$ cat src/rtl/nios2_cordic_ctrl_if.sv
// nios2_cordic_ctrl_if: Avalon-MM slave bus for the CORDIC controller (zero wait states, combinational readdata).
interface nios2_cordic_ctrl_if;
    logic [2:0]  address;
    logic        chipselect;
    logic        read;
    logic        write;
    logic [31:0] writedata;
    logic [31:0] readdata;
    modport master (output address, chipselect, read, write, writedata, input readdata);
    modport slave  (input address, chipselect, read, write, writedata, output readdata);
endinterface

$ cat src/rtl/nios2_cordic_ctrl.sv
// nios2_cordic_ctrl: register file and sequencer driving an iterative CORDIC datapath (load, N steps, capture).
module nios2_cordic_ctrl #(
    parameter int DATA_W     = 32,
    parameter int ITERATIONS = 16,
    parameter int ITER_W     = 5
) (
    input  logic                  clock,
    input  logic                  reset,
    nios2_cordic_ctrl_if.slave    bus,
    output logic                  irq,
    output logic                  dp_load,
    output logic [DATA_W-1:0]     dp_angle,
    output logic                  dp_step,
    output logic [ITER_W-1:0]     dp_iter,
    input  logic [DATA_W-1:0]     dp_x,
    input  logic [DATA_W-1:0]     dp_y
);
    typedef enum logic [1:0] {IDLE, LOAD, STEP, CAPTURE} state_t;
    state_t state_q;
    logic irq_en_q, done_q, overrun_q, dp_load_q, dp_step_q;
    logic [ITER_W-1:0] iter_q;
    logic [DATA_W-1:0] angle_q, cos_q, sin_q;
    logic [31:0] opcount_q;
    logic wr, busy, start, last, unused_read;
    assign wr          = bus.chipselect & bus.write;
    assign busy        = state_q != IDLE;
    assign start       = wr && bus.address == 3'd0 && bus.writedata[0];
    assign last        = iter_q == ITER_W'(ITERATIONS - 1);
    assign unused_read = bus.read;
    always_ff @(posedge clock) begin
        if (reset) begin
            state_q   <= IDLE;
            irq_en_q  <= 1'b0;
            done_q    <= 1'b0;
            overrun_q <= 1'b0;
            dp_load_q <= 1'b0;
            dp_step_q <= 1'b0;
            iter_q    <= '0;
            angle_q   <= '0;
            cos_q     <= '0;
            sin_q     <= '0;
            opcount_q <= '0;
        end else begin
            dp_load_q <= 1'b0;
            if (wr && bus.address == 3'd0) irq_en_q <= bus.writedata[1];
            if (wr && bus.address == 3'd2) angle_q <= bus.writedata[DATA_W-1:0];
            if (wr && bus.address == 3'd1 && bus.writedata[1]) done_q <= 1'b0;
            if (wr && bus.address == 3'd1 && bus.writedata[2]) overrun_q <= 1'b0;
            if (start && busy) overrun_q <= 1'b1;
            // done set in CAPTURE is placed last so it beats a same-cycle W1C
            case (state_q)
                IDLE: if (start) begin
                    state_q   <= LOAD;
                    dp_load_q <= 1'b1;
                    done_q    <= 1'b0;
                end
                LOAD: begin
                    state_q   <= STEP;
                    dp_step_q <= 1'b1;
                    iter_q    <= '0;
                end
                STEP: if (last) begin
                    state_q   <= CAPTURE;
                    dp_step_q <= 1'b0;
                    iter_q    <= '0;
                end else begin
                    iter_q <= iter_q + ITER_W'(1);
                end
                CAPTURE: begin
                    state_q   <= IDLE;
                    cos_q     <= dp_x;
                    sin_q     <= dp_y;
                    opcount_q <= opcount_q + 32'd1;
                    done_q    <= 1'b1;
                end
                default: state_q <= IDLE;
            endcase
        end
    end
    assign bus.readdata = bus.address == 3'd0 ? {30'd0, irq_en_q, 1'b0} :
                          bus.address == 3'd1 ? {29'd0, overrun_q, done_q, busy} :
                          bus.address == 3'd2 ? 32'(angle_q) :
                          bus.address == 3'd3 ? 32'(cos_q) :
                          bus.address == 3'd4 ? 32'(sin_q) :
                          bus.address == 3'd5 ? opcount_q : 32'd0;
    assign irq      = done_q & irq_en_q;
    assign dp_load  = dp_load_q;
    assign dp_angle = angle_q;
    assign dp_step  = dp_step_q;
    assign dp_iter  = iter_q;
endmodule

$ cat src/flat_wrapper.sv
// flat-port wrapper written by rule: the top's interface ports become plain ports
module nios2_cordic_ctrl_flat 
#(
    parameter int DATA_W     = 32,
    parameter int ITERATIONS = 16,
    parameter int ITER_W     = 5
)
  (clock, reset, irq, dp_load, dp_angle, dp_step, dp_iter, dp_x, dp_y, bus_address, bus_chipselect, bus_read, bus_write, bus_writedata, bus_readdata);
  nios2_cordic_ctrl_if bus_i ();
  input  logic clock;
  input  logic reset;
  output logic irq;
  output logic dp_load;
  output logic [DATA_W-1:0] dp_angle;
  output logic dp_step;
  output logic [ITER_W-1:0] dp_iter;
  input  logic [DATA_W-1:0] dp_x;
  input  logic [DATA_W-1:0] dp_y;
  input wire logic [$bits(bus_i.address)-1:0] bus_address;
  input wire logic [$bits(bus_i.chipselect)-1:0] bus_chipselect;
  input wire logic [$bits(bus_i.read)-1:0] bus_read;
  input wire logic [$bits(bus_i.write)-1:0] bus_write;
  input wire logic [$bits(bus_i.writedata)-1:0] bus_writedata;
  output wire logic [$bits(bus_i.readdata)-1:0] bus_readdata;
  assign bus_i.address = bus_address;
  assign bus_i.chipselect = bus_chipselect;
  assign bus_i.read = bus_read;
  assign bus_i.write = bus_write;
  assign bus_i.writedata = bus_writedata;
  assign bus_readdata = bus_i.readdata;
  nios2_cordic_ctrl #(.DATA_W(DATA_W), .ITERATIONS(ITERATIONS), .ITER_W(ITER_W)) u_core (.clock(clock), .reset(reset), .bus(bus_i), .irq(irq), .dp_load(dp_load), .dp_angle(dp_angle), .dp_step(dp_step), .dp_iter(dp_iter), .dp_x(dp_x), .dp_y(dp_y));
endmodule
$ cat config.mk
export PLATFORM = sky130hd
export DESIGN_NAME = nios2_cordic_ctrl_flat
export DESIGN_NICKNAME = d
export VERILOG_FILES = /design/src/rtl/nios2_cordic_ctrl_if.sv /design/src/rtl/nios2_cordic_ctrl.sv /design/src/flat_wrapper.sv
export SDC_FILE = /design/constraint.sdc
export NUM_CORES = 1
export LEC_CHECK = 0
export CAP_MARGIN = 20
export CORE_MARGIN = 4
export CORE_UTILIZATION = 49
export CTS_CLUSTER_DIAMETER = 50
export DETAILED_ROUTE_END_ITERATION = 8
export PLACE_DENSITY = 0.81
export REMOVE_ABC_BUFFERS = 1
export SYNTH_ARGS = -nofsm -noshare
export SYNTH_HDL_FRONTEND = slang
export SYNTH_SLANG_ARGS = --single-unit
$ cat constraint.sdc
create_clock -name clock -period 2.6 [get_ports clock]
set_input_delay 0.52 -clock clock [delete_from_list [all_inputs] [get_ports clock]]
set_output_delay 0.52 -clock clock [all_outputs]
set_load 0.005 [all_outputs]
== Yosys cells after proc, flatten, opt, wreduce, memory -nomap -nowiden ==
Cells that the tools add are included.
Word-level totals
  memory bits (read-only): 0
  latch bits: 0
  memories kept: 0
  input bits: 104
  word-level logic and storage cells: 61
  bits in writable memories: 0
  bits in registers: 140
Cells by class
  mux-type cells: 19
  shift operators: 0
  bitwise gates (word level): 3
  multiply operators: 0
  reduce and logical (&&, ||, !) cells: 15
  add/subtract/negate cells: 2
  divide/modulo/power cells: 0
  $lt $le $gt $ge: 0
  equality and inequality tests: 11
Operator list (count)
  $mux W32: 6
  $add A32 B1 Y32 const B: 1
  $pmux W5 S2: 1
  $pmux W2 S4: 1
  $logic_and A1 B1 Y1: 7
  $eq A3 B2 Y1 const B: 2
  $eq A3 B3 Y1 const B: 2
  $mux W1: 6
  $reduce_bool A2 Y1: 3
  $add A5 B1 Y5 const B: 1
  $eq A5 B4 Y1 const B: 1
  $mux W5: 1
  $eq A2 B2 Y1 const B: 2
  $mux W2: 2
  $ne A2 B1 Y1 const B: 2
  $pmux W1 S2: 2
  $reduce_and A2 Y1: 2
  $eq A3 B1 Y1 const B: 1
  $logic_not A3 Y1: 1
  $and A1 B1 Y1: 2
  $eq A2 B1 Y1 const B: 1
  $logic_not A2 Y1: 1
  $reduce_or A2 Y1: 1
  $not A1 Y1: 1

== Longest topological paths before layout ==
Gate-level depths: netlist (run 1).
  depth after elaboration: 7
  depth in mapped cells: 7
  gate-level depth less buffers: 6

== Least setup slack after synthesis (run 1) ==
Ideal clock, no wire load.
  path type: input port to output port
  start point: input bus_address[0]
  end point: output bus_readdata[14]
  path slack: 0.242 ns
  arrival: 1.838 ns
  stages on the path: 5
  data required time: 2.080 ns
  path buffers: 3
  cells stage by stage: clkbuf_1 clkbuf_1 buf_1 mux2i_1 o22ai_1
On the way
  word-level cells in the longest chain between the ends: 7
RTL lines
  start: declaration: RTL line flat_wrapper.sv:19  | input wire logic [$bits(bus_i.address)-1:0] bus_address;
  $eq A3 B3 Y1: RTL line nios2_cordic_ctrl.sv:85  | bus.address == 3'd5 ? opcount_q : 32'd0;
  $mux W32: RTL line nios2_cordic_ctrl.sv:85
  $mux W32: RTL line nios2_cordic_ctrl.sv:84  | bus.address == 3'd4 ? 32'(sin_q) :
  $mux W32: RTL line nios2_cordic_ctrl.sv:83  | bus.address == 3'd3 ? 32'(cos_q) :
  $mux W32: RTL line nios2_cordic_ctrl.sv:82  | bus.address == 3'd2 ? 32'(angle_q) :
  $mux W32: RTL line nios2_cordic_ctrl.sv:81  | bus.address == 3'd1 ? {29'd0, overrun_q, done_q, busy} :
  $mux W32 (*): RTL line nios2_cordic_ctrl.sv:80  | assign bus.readdata = bus.address == 3'd0 ? {30'd0, irq_en_q, 1'b0} :
  end: declaration: RTL line flat_wrapper.sv:24  | output wire logic [$bits(bus_i.readdata)-1:0] bus_readdata;
Mark *: on every way between the ends. The rest lies on a longest branch, timed or not.

== Final worst setup path (run 1) ==
  start point: input bus_address[1]
  end point: output bus_readdata[22]
The elaborated chain is that of the path after synthesis.

==> metrics.log, run 1 <==
INFO  metric outcome = finished, final reports clean
INFO  metric cellPowerDensity = around 560 mW/mm^2
INFO  metric place_congestion = 0.828
INFO  metric irDropWorstVdd = 0.345 mV
INFO  metric design.portCount = between 150 and 200
INFO  metric post_synth.cell_area_avg = 8.93 sq um
INFO  metric worst_r2r_endpoint = u_core.opcount_q[16]
INFO  metric min_delay_path_class = reg -> reg
INFO  metric drt-vias-per-instance = roughly 5.6
INFO  metric grt_pass1_wl = between 20000 and 30000 microns
INFO  metric syn-instance-count = around 720
INFO  metric setup_total_negative_slack = 0 ns
INFO  metric detail_route.iter0.violations = slightly below 300
INFO  metric delay_of_the_slowest_cell_on_the_worst_path = 0.55 ns
INFO  metric cts.clk_slew.worst_paths = about 0.060 ns
INFO  metric timing.hold.ws = roughly 0.47 ns
INFO  metric crit_path_start_kind = input port
INFO  metric synth-main-ff-cell = sky130_fd_sc_hd__dfxtp_1
INFO  metric fin_nets = approximately 990
INFO  metric place.port_buffers = about 170
INFO  metric timing.slew.headroom = 0.420
INFO  metric worst_skew_pair_later_pin_latency = 0.41 ns
INFO  metric yosys.area.top_type_share = 0.435
INFO  metric overall_via_count_from_detail_route = approximately 5.9k
INFO  metric worst_setup_endpoint = bus_readdata[22]
INFO  metric synth-seq-area-share = 0.435
INFO  metric number_of_warnings_issued_by_yosys = 0
INFO  metric clock_sinks = 140
INFO  metric synth.lib_cells_used.distinct = 42
INFO  metric final_min_period_over_clock_period = 0.974
INFO  metric drive_above_1_share = 0.0764
INFO  metric critPathKind = in -> out
INFO  metric worst_margin_slew = 0.870 ns
INFO  metric clk_root_buffer_cell = sky130_fd_sc_hd__clkbuf_16
INFO  metric floorplan.die.height = between 100 and 150 microns
INFO  metric yosysMostFrequentCell = sky130_fd_sc_hd__dfxtp_1
INFO  metric area.growth.synth_to_final = 38.7%
INFO  metric postPlaceCellArea = approximately 0.0084 sq mm
INFO  metric setup_violations = 0
INFO  metric p_leak = a little over 0.003 uW
INFO  metric antenna_found_initial = 0
INFO  metric die_width = 123 microns
INFO  metric crit-reg2reg-launch = u_core.state_q[1]
INFO  metric path_depth = 5
INFO  metric numPlacedInstances = slightly above 1k
INFO  metric tritonroute_pass_1_iters = 5
INFO  metric largest_net_degree_at_the_start_of_global_routing = just over 70
INFO  metric slew_viol_final = 0
INFO  metric fmaxAchievable = 395 MHz
INFO  metric hold_violations = 0
INFO  metric crit_path_end_kind = output pin
INFO  metric cts_tree = yes
INFO  metric data_required_time_of_the_worst_path = roughly 2.1 ns
INFO  metric timing.critical_path.fanout_max = 17
INFO  metric netlist_top_cells_area = sky130_fd_sc_hd__dfxtp_1 44%, sky130_fd_sc_hd__mux2i_1 20%, sky130_fd_sc_hd__nand2_1 4.8%
INFO  metric worst_path_dominant_cell_family = buffers and inverters
INFO  metric final_cell_count_no_fill = 1062
INFO  metric synth_largest_area_cell = sky130_fd_sc_hd__dfxtp_1
INFO  metric power_consumption = about 5000 uW
INFO  metric drc_errors = 0
INFO  metric diodes = 0
INFO  metric startpoint = bus_address[1]
INFO  metric cp_data_arrival_time = approximately 2 ns
INFO  metric critical-path-slowest-cell = sky130_fd_sc_hd__clkdlybuf4s50_1
INFO  metric reg2regPathDepth = 6
INFO  metric post-route-min-period = 2.53 ns
INFO  metric cts-buffers-inserted = 17
INFO  metric start_util = 0.506
INFO  metric synth_edf_count = 0
INFO  metric grt_usage = 0.237
INFO  metric global_route_overflow = 0
INFO  metric register_to_register_path_setup_slack = 0.35 ns
INFO  metric post_synth_instance_area = between 0.006 and 0.007 sq mm
INFO  metric crit_buf_inv = 3
INFO  metric dieArea = 0.0150 sq mm
INFO  metric number_of_global_route_vias_before_repair = around 6.0k
INFO  metric core-area = 0.0127 sq mm
INFO  metric design_area = roughly 0.0089 sq mm
INFO  metric post_synth_most_frequent_cells = 140 x sky130_fd_sc_hd__dfxtp_1, 128 x sky130_fd_sc_hd__mux2i_1, 82 x sky130_fd_sc_hd__nand2_1, 81 x sky130_fd_sc_hd__nor2_1, 57 x sky130_fd_sc_hd__a21oi_1
INFO  metric clock_path_buffers = 2
INFO  metric htreeDepth = 4
INFO  metric crit_chain = dlygate4sd2_1, nand2b_1, buf_4, o22ai_1, clkdlybuf4s50_1
INFO  metric total_of_max_cap_violations = 0
INFO  metric synthArstFlopShare = 0
INFO  metric cts_hold_buffers = 0
INFO  metric hpwlAfterDp = 12400 microns
INFO  metric floorplan.rows = a little over 40
INFO  metric rsz0062_at_grt = no
INFO  metric wl = between 15000 and 20000 microns
INFO  metric ant_nets = 0
INFO  metric worst_clock_skew = 0.00547 ns
INFO  metric ys_ff_latch = 140
INFO  metric post_drt_wl_per_cell = between 15 and 20 microns
-- per-stage QoR --
| step | setup WS, ns | utilization |
|---|---|---|
| global route | 0.00491 | 0.702 |
| detailed placement | -0.186 | 0.657 |
| floorplan | -1.99 | - |
| finish | 0.0668 | 0.702 |
| CTS | 0.0639 | 0.701 |
| global placement | -0.157 | 0.657 |
-- final cells by class --
| type | instances | area (sq um) |
|---|---|---|
| fillers | 1023 | 3800 |
| multi-input cells | 519 | 3410 |
| flip-flops and latches | 140 | 2810 |
| repair buffers | 192 | 1910 |
| clock buffers | 23 | 498 |
| well taps | 172 | 215 |
| clock inverters | 8 | 65.1 |
| inverters | 8 | 30.0 |
-- worst min-delay path: cells and delay by family (launching register included) --
family,cells,cell delay (ns)
AO/OA/AOI/OAI,1,0.05
AND/OR/NAND/NOR,1,0.05
flip-flops,1,0.32
-- cells by family after synthesis --
logic type | count (synthesis) | share of synthesized area
adders and majority gates | 6 | 0.0117
muxes | 133 | 0.210
xor gates and xnor gates | 10 | 0.0136
and+or+nand+nor | 251 | 0.184
buffers and inverters | 62 | 0.0377
AOI/OAI and AO/OA | 119 | 0.108
DFF | 140 | 0.435
-- sequential cells by signal (all words and copies together), names as in the netlist --
name and cells:
u_core.dp_iter 5, u_core.state_q 2, u_core.sin_q 32, u_core.dp_load 1, u_core.irq_en_q 1, u_core.done_q 1, u_core.opcount_q 32, u_core.dp_step 1
u_core.overrun_q 1, u_core.dp_angle 32, u_core.cos_q 32
-- per-layer routing --
metal	vias up	global-route usage	part of all wire
met3	22	0.0581	0.058
met5	-	0	0
met4	0	0.0938	0.016
met2	177	0.396	0.50
li1	2869	-	-
met1	2835	0.295	0.42
-- power by group --
group | switching [uW] | leakage (uW) | internal, uW
registers | 23.4 | 0.00113 | 2180
logic | 225 | 0.00164 | 269
clock network | 854 | 0.000288 | 1420
-- cells in the final DEF (no fill, tap or decap), types with 5 or more instances in the layout --
master	instances
sky130_fd_sc_hd__a21oi_1	57
sky130_fd_sc_hd__buf_4	17
sky130_fd_sc_hd__clkbuf_16	17
sky130_fd_sc_hd__clkbuf_8	5
sky130_fd_sc_hd__clkdlybuf4s50_1	169
sky130_fd_sc_hd__clkinv_2	7
sky130_fd_sc_hd__dfxtp_1	138
sky130_fd_sc_hd__ha_1	5
sky130_fd_sc_hd__inv_1	8
sky130_fd_sc_hd__mux2i_1	128
sky130_fd_sc_hd__nand2_1	82
sky130_fd_sc_hd__nand2b_1	9
sky130_fd_sc_hd__nand3_1	16
sky130_fd_sc_hd__nand4_1	9
sky130_fd_sc_hd__nor2_1	81
sky130_fd_sc_hd__nor3_1	6
sky130_fd_sc_hd__o21ai_0	7
sky130_fd_sc_hd__o22ai_1	32
sky130_fd_sc_hd__o31ai_1	16
sky130_fd_sc_hd__or2_2	6
sky130_fd_sc_hd__or4_1	19
sky130_fd_sc_hd__xnor2_1	5
sky130_fd_sc_hd__xor2_1	5
-- how the worst min path moves through the flow --
stage,from,end,slack [ns],cells after the start
after floorplan,u_core.done_q,u_core.done_q,0.44,2
after global placement,u_core.dp_angle[29],u_core.dp_angle[29],0.46,2
after detailed placement,u_core.dp_angle[23],u_core.dp_angle[23],0.46,2
after CTS,u_core.dp_angle[23],u_core.dp_angle[23],0.47,2
after global routing,u_core.dp_angle[21],u_core.dp_angle[21],0.49,2
final,u_core.dp_angle[23],u_core.dp_angle[23],0.47,2
-- what timing repair did --
item,4_1_cts,5_1_grt
endpoints found under the setup margin,32,1
resized for setup,5,1
buffers inserted,0,0
cloned,0,0
(Power assumes the default switching activity.)
==> run 2, diff against run 1 <==
--- a/config.mk
+++ b/config.mk
@@ -5,8 +5,6 @@
 export SDC_FILE = /design/constraint.sdc
 export NUM_CORES = 1
 export LEC_CHECK = 0
-export CAP_MARGIN = 20
-export CORE_MARGIN = 4
 export CORE_UTILIZATION = 49
 export CTS_CLUSTER_DIAMETER = 50
 export DETAILED_ROUTE_END_ITERATION = 8
==> metrics.log, run 2 (synthesis results as in run 1) <==
INFO  metric outcome = finished, final reports clean (unchanged)
INFO  metric place_congestion = 0.792 (was 0.828)
INFO  metric total_of_max_cap_violations = 0 (unchanged)
INFO  metric crit_path_start_kind = input port (unchanged)
INFO  metric drive_above_1_share = 0.0678 (was 0.0764)
INFO  metric detail_route.iter0.violations = 282 (was 296)
INFO  metric p_leak = 0.00302 uW (was 0.00306 uW)
INFO  metric drc_errors = 0 (unchanged)
INFO  metric area.growth.synth_to_final = 38.5% (was 38.7%)
INFO  metric grt_pass1_wl = 26900 microns (was 28600 microns)
INFO  metric tritonroute_pass_1_iters = 5 (unchanged)
INFO  metric finalCoreUtilization = 0.701 (was 0.702)
INFO  metric drt-vias-per-instance = 5.48 (was 5.56)
INFO  metric crit-reg2reg-launch = u_core.state_q[1] (unchanged)
INFO  metric cellPowerDensity = 551 mW/mm^2 (was 557 mW/mm^2)
INFO  metric dieArea = 0.0136 sq mm (was 0.0150 sq mm)
INFO  metric slew_viol_final = 0 (unchanged)
INFO  metric htreeDepth = 4 (unchanged)
INFO  metric diodes = 0 (unchanged)
INFO  metric timing.hold.ws = 0.467 ns (was 0.470 ns)
INFO  metric hpwlAfterDp = 11700 microns (was 12400 microns)
INFO  metric setup_violations = 0 (unchanged)
INFO  metric timing.critical_path.fanout_max = 17 (unchanged)
INFO  metric place.port_buffers = 174 (unchanged)
INFO  metric worst_r2r_endpoint = u_core.opcount_q[31] (was u_core.opcount_q[16])
INFO  metric post-route-min-period = 2.55 ns (was 2.53 ns)
INFO  metric floorplan.die.height = 117 microns (was 123 microns)
INFO  metric antenna_found_initial = 0 (unchanged)
INFO  metric post-cts-setup-buffer-count = 0 (unchanged)
INFO  metric critPathKind = in -> out (unchanged)
INFO  metric overall_via_count_from_detail_route = 5791 (was 5903)
INFO  metric post_drt_wl_per_cell = 16.1 microns (was 16.7 microns)
INFO  metric grt_usage = 0.254 (was 0.237)
INFO  metric cts_tree = yes (unchanged)
INFO  metric cts.clk_slew.worst_paths = 0.05 ns (was 0.06 ns)
INFO  metric timing.final.ws_setup = 0.0453 ns (was 0.0668 ns)
INFO  metric number_of_global_route_vias_before_repair = 5709 (was 5953)
INFO  metric place_worst_setup_slack = -0.180 ns (was -0.186 ns)
INFO  metric worst_margin_slew = 0.903 ns (was 0.870 ns)
INFO  metric fin_nets = 986 (was 988)
INFO  metric core-area = 0.0127 sq mm (unchanged)
INFO  metric irDropWorstVdd = 0.394 mV (was 0.345 mV)
INFO  metric start_util = 0.506 (unchanged)
INFO  metric cp_data_arrival_time = 2.03 ns (was 2.01 ns)
INFO  metric global_route_overflow = 0 (unchanged)
INFO  metric setup_total_negative_slack = 0 ns (unchanged)
INFO  metric numPlacedInstances = 1029 (was 1031)
INFO  metric hold_violations = 0 (unchanged)
INFO  metric fmaxAchievable = 391 MHz (was 395 MHz)
INFO  metric ant_nets = 0 (unchanged)
INFO  metric register_to_register_path_setup_slack = 0.35 ns (about the same)
INFO  metric clock_sinks = 140 (unchanged)
INFO  metric worst_hold_path.endpoint = u_core.dp_angle[19] (was u_core.dp_angle[23])
INFO  metric floorplan.rows = 41 (unchanged)
INFO  metric largest_net_degree_at_the_start_of_global_routing = 83 (was 72)
INFO  metric leading_cell_types_in_the_layout_fill_and_taps_excluded = 170 x sky130_fd_sc_hd__clkdlybuf4s50_1, 138 x sky130_fd_sc_hd__dfxtp_1, 128 x sky130_fd_sc_hd__mux2i_1 (was 169 x sky130_fd_sc_hd__clkdlybuf4s50_1, 138 x sky130_fd_sc_hd__dfxtp_1, 128 x sky130_fd_sc_hd__mux2i_1)
INFO  metric timing.slew.headroom = 0.398 (was 0.420)
INFO  metric final_common_cell = sky130_fd_sc_hd__clkdlybuf4s50_1 (unchanged)
INFO  metric worst_hold_startpoint = u_core.dp_angle[19] (was u_core.dp_angle[23])
INFO  metric cts_hold_buffers = 0 (unchanged)
INFO  metric die_width = 117 microns (was 123 microns)
INFO  metric final_min_period_over_clock_period = 0.983 (was 0.974)
INFO  metric data_required_time_of_the_worst_path = 2.08 ns (about the same)
INFO  metric design.portCount = 176 (unchanged)
INFO  metric clock_path_buffers = 2 (unchanged)
INFO  metric final_cell_count_no_fill = 1057 (was 1062)
INFO  metric rsz0062_at_grt = no (unchanged)
INFO  metric cts-buffers-inserted = 17 (unchanged)
INFO  metric worst_clock_skew = 0.0111 ns (was 0.00547 ns)
INFO  metric hold-path-cell-count = 2 (unchanged)
INFO  metric min_delay_path_class = reg -> reg (unchanged)
INFO  metric crit_path_end_kind = output pin (unchanged)
INFO  metric clk_root_buffer_cell = sky130_fd_sc_hd__clkbuf_16 (unchanged)
INFO  metric wl = 17000 microns (was 17700 microns)
INFO  metric worst_skew_pair_later_pin_latency = 0.41 ns (about the same)
INFO  metric reg2regPathDepth = 5 (was 6)
[run 2: where the power goes]
part | switching, uW | leakage, uW | internal, uW
clock network | 816 | 0.000262 | 1390
logic | 217 | 0.00163 | 278
registers | 24.8 | 0.00113 | 2180
total | 1060 | 0.00302 | 3850
[run 2: layout make-up]
cell class | count | area (sq um)
fill | 1045 | 3810
multi-input combinational | 519 | 3410
sequential | 140 | 2810
timing repair buffer | 190 | 1920
clock buffer | 26 | 499
tap | 172 | 215
clock inverter | 2 | 35.0
inverter | 8 | 30.0
[run 2: routing by layer]
layer	GRT usage	vias to the layer above	wire, microns
li1	-	2866	-
met1	0.296	2761	7310
met2	0.446	141	8560
met3	0.0643	23	898
met4	0.105	0	259
met5	0	-	0
[run 2: what timing repair did]
action | 4_1_cts | 5_1_grt
endpoints found under the hold margin | 0 | 0
gates resized for setup | 5 | 3
pin swaps | 0 | 1
setup endpoints to repair | 32 | 2
[run 2: worst max path at each step]
| stage | startpoint | endpoint |
|---|---|---|
| floorplan | u_core.state_q[1] | u_core.opcount_q[31] |
| global placement | bus_address[2] | bus_readdata[1] |
| detailed placement | bus_address[1] | bus_readdata[24] |
| CTS | u_core.state_q[0] | bus_readdata[0] |
| global route | u_core.state_q[1] | bus_readdata[0] |
| finish | bus_address[1] | bus_readdata[24] |
[run 2: per-stage QoR]
stage               power [uW]  instance area (sq um)
floorplan                 2410                   6220
global placement          2710                   8370
detailed placement        2730                   8370
CTS                       4930                   8900
global route              5070                   8910
finish                    4910                   8910
[run 2: worst max-delay path, cell delays in order]
cell                              delay (ns)
sky130_fd_sc_hd__dlygate4sd2_1          0.33
sky130_fd_sc_hd__nand2b_1               0.20
sky130_fd_sc_hd__buf_4                  0.22
sky130_fd_sc_hd__o22ai_1                0.21
sky130_fd_sc_hd__clkdlybuf4s50_1        0.55
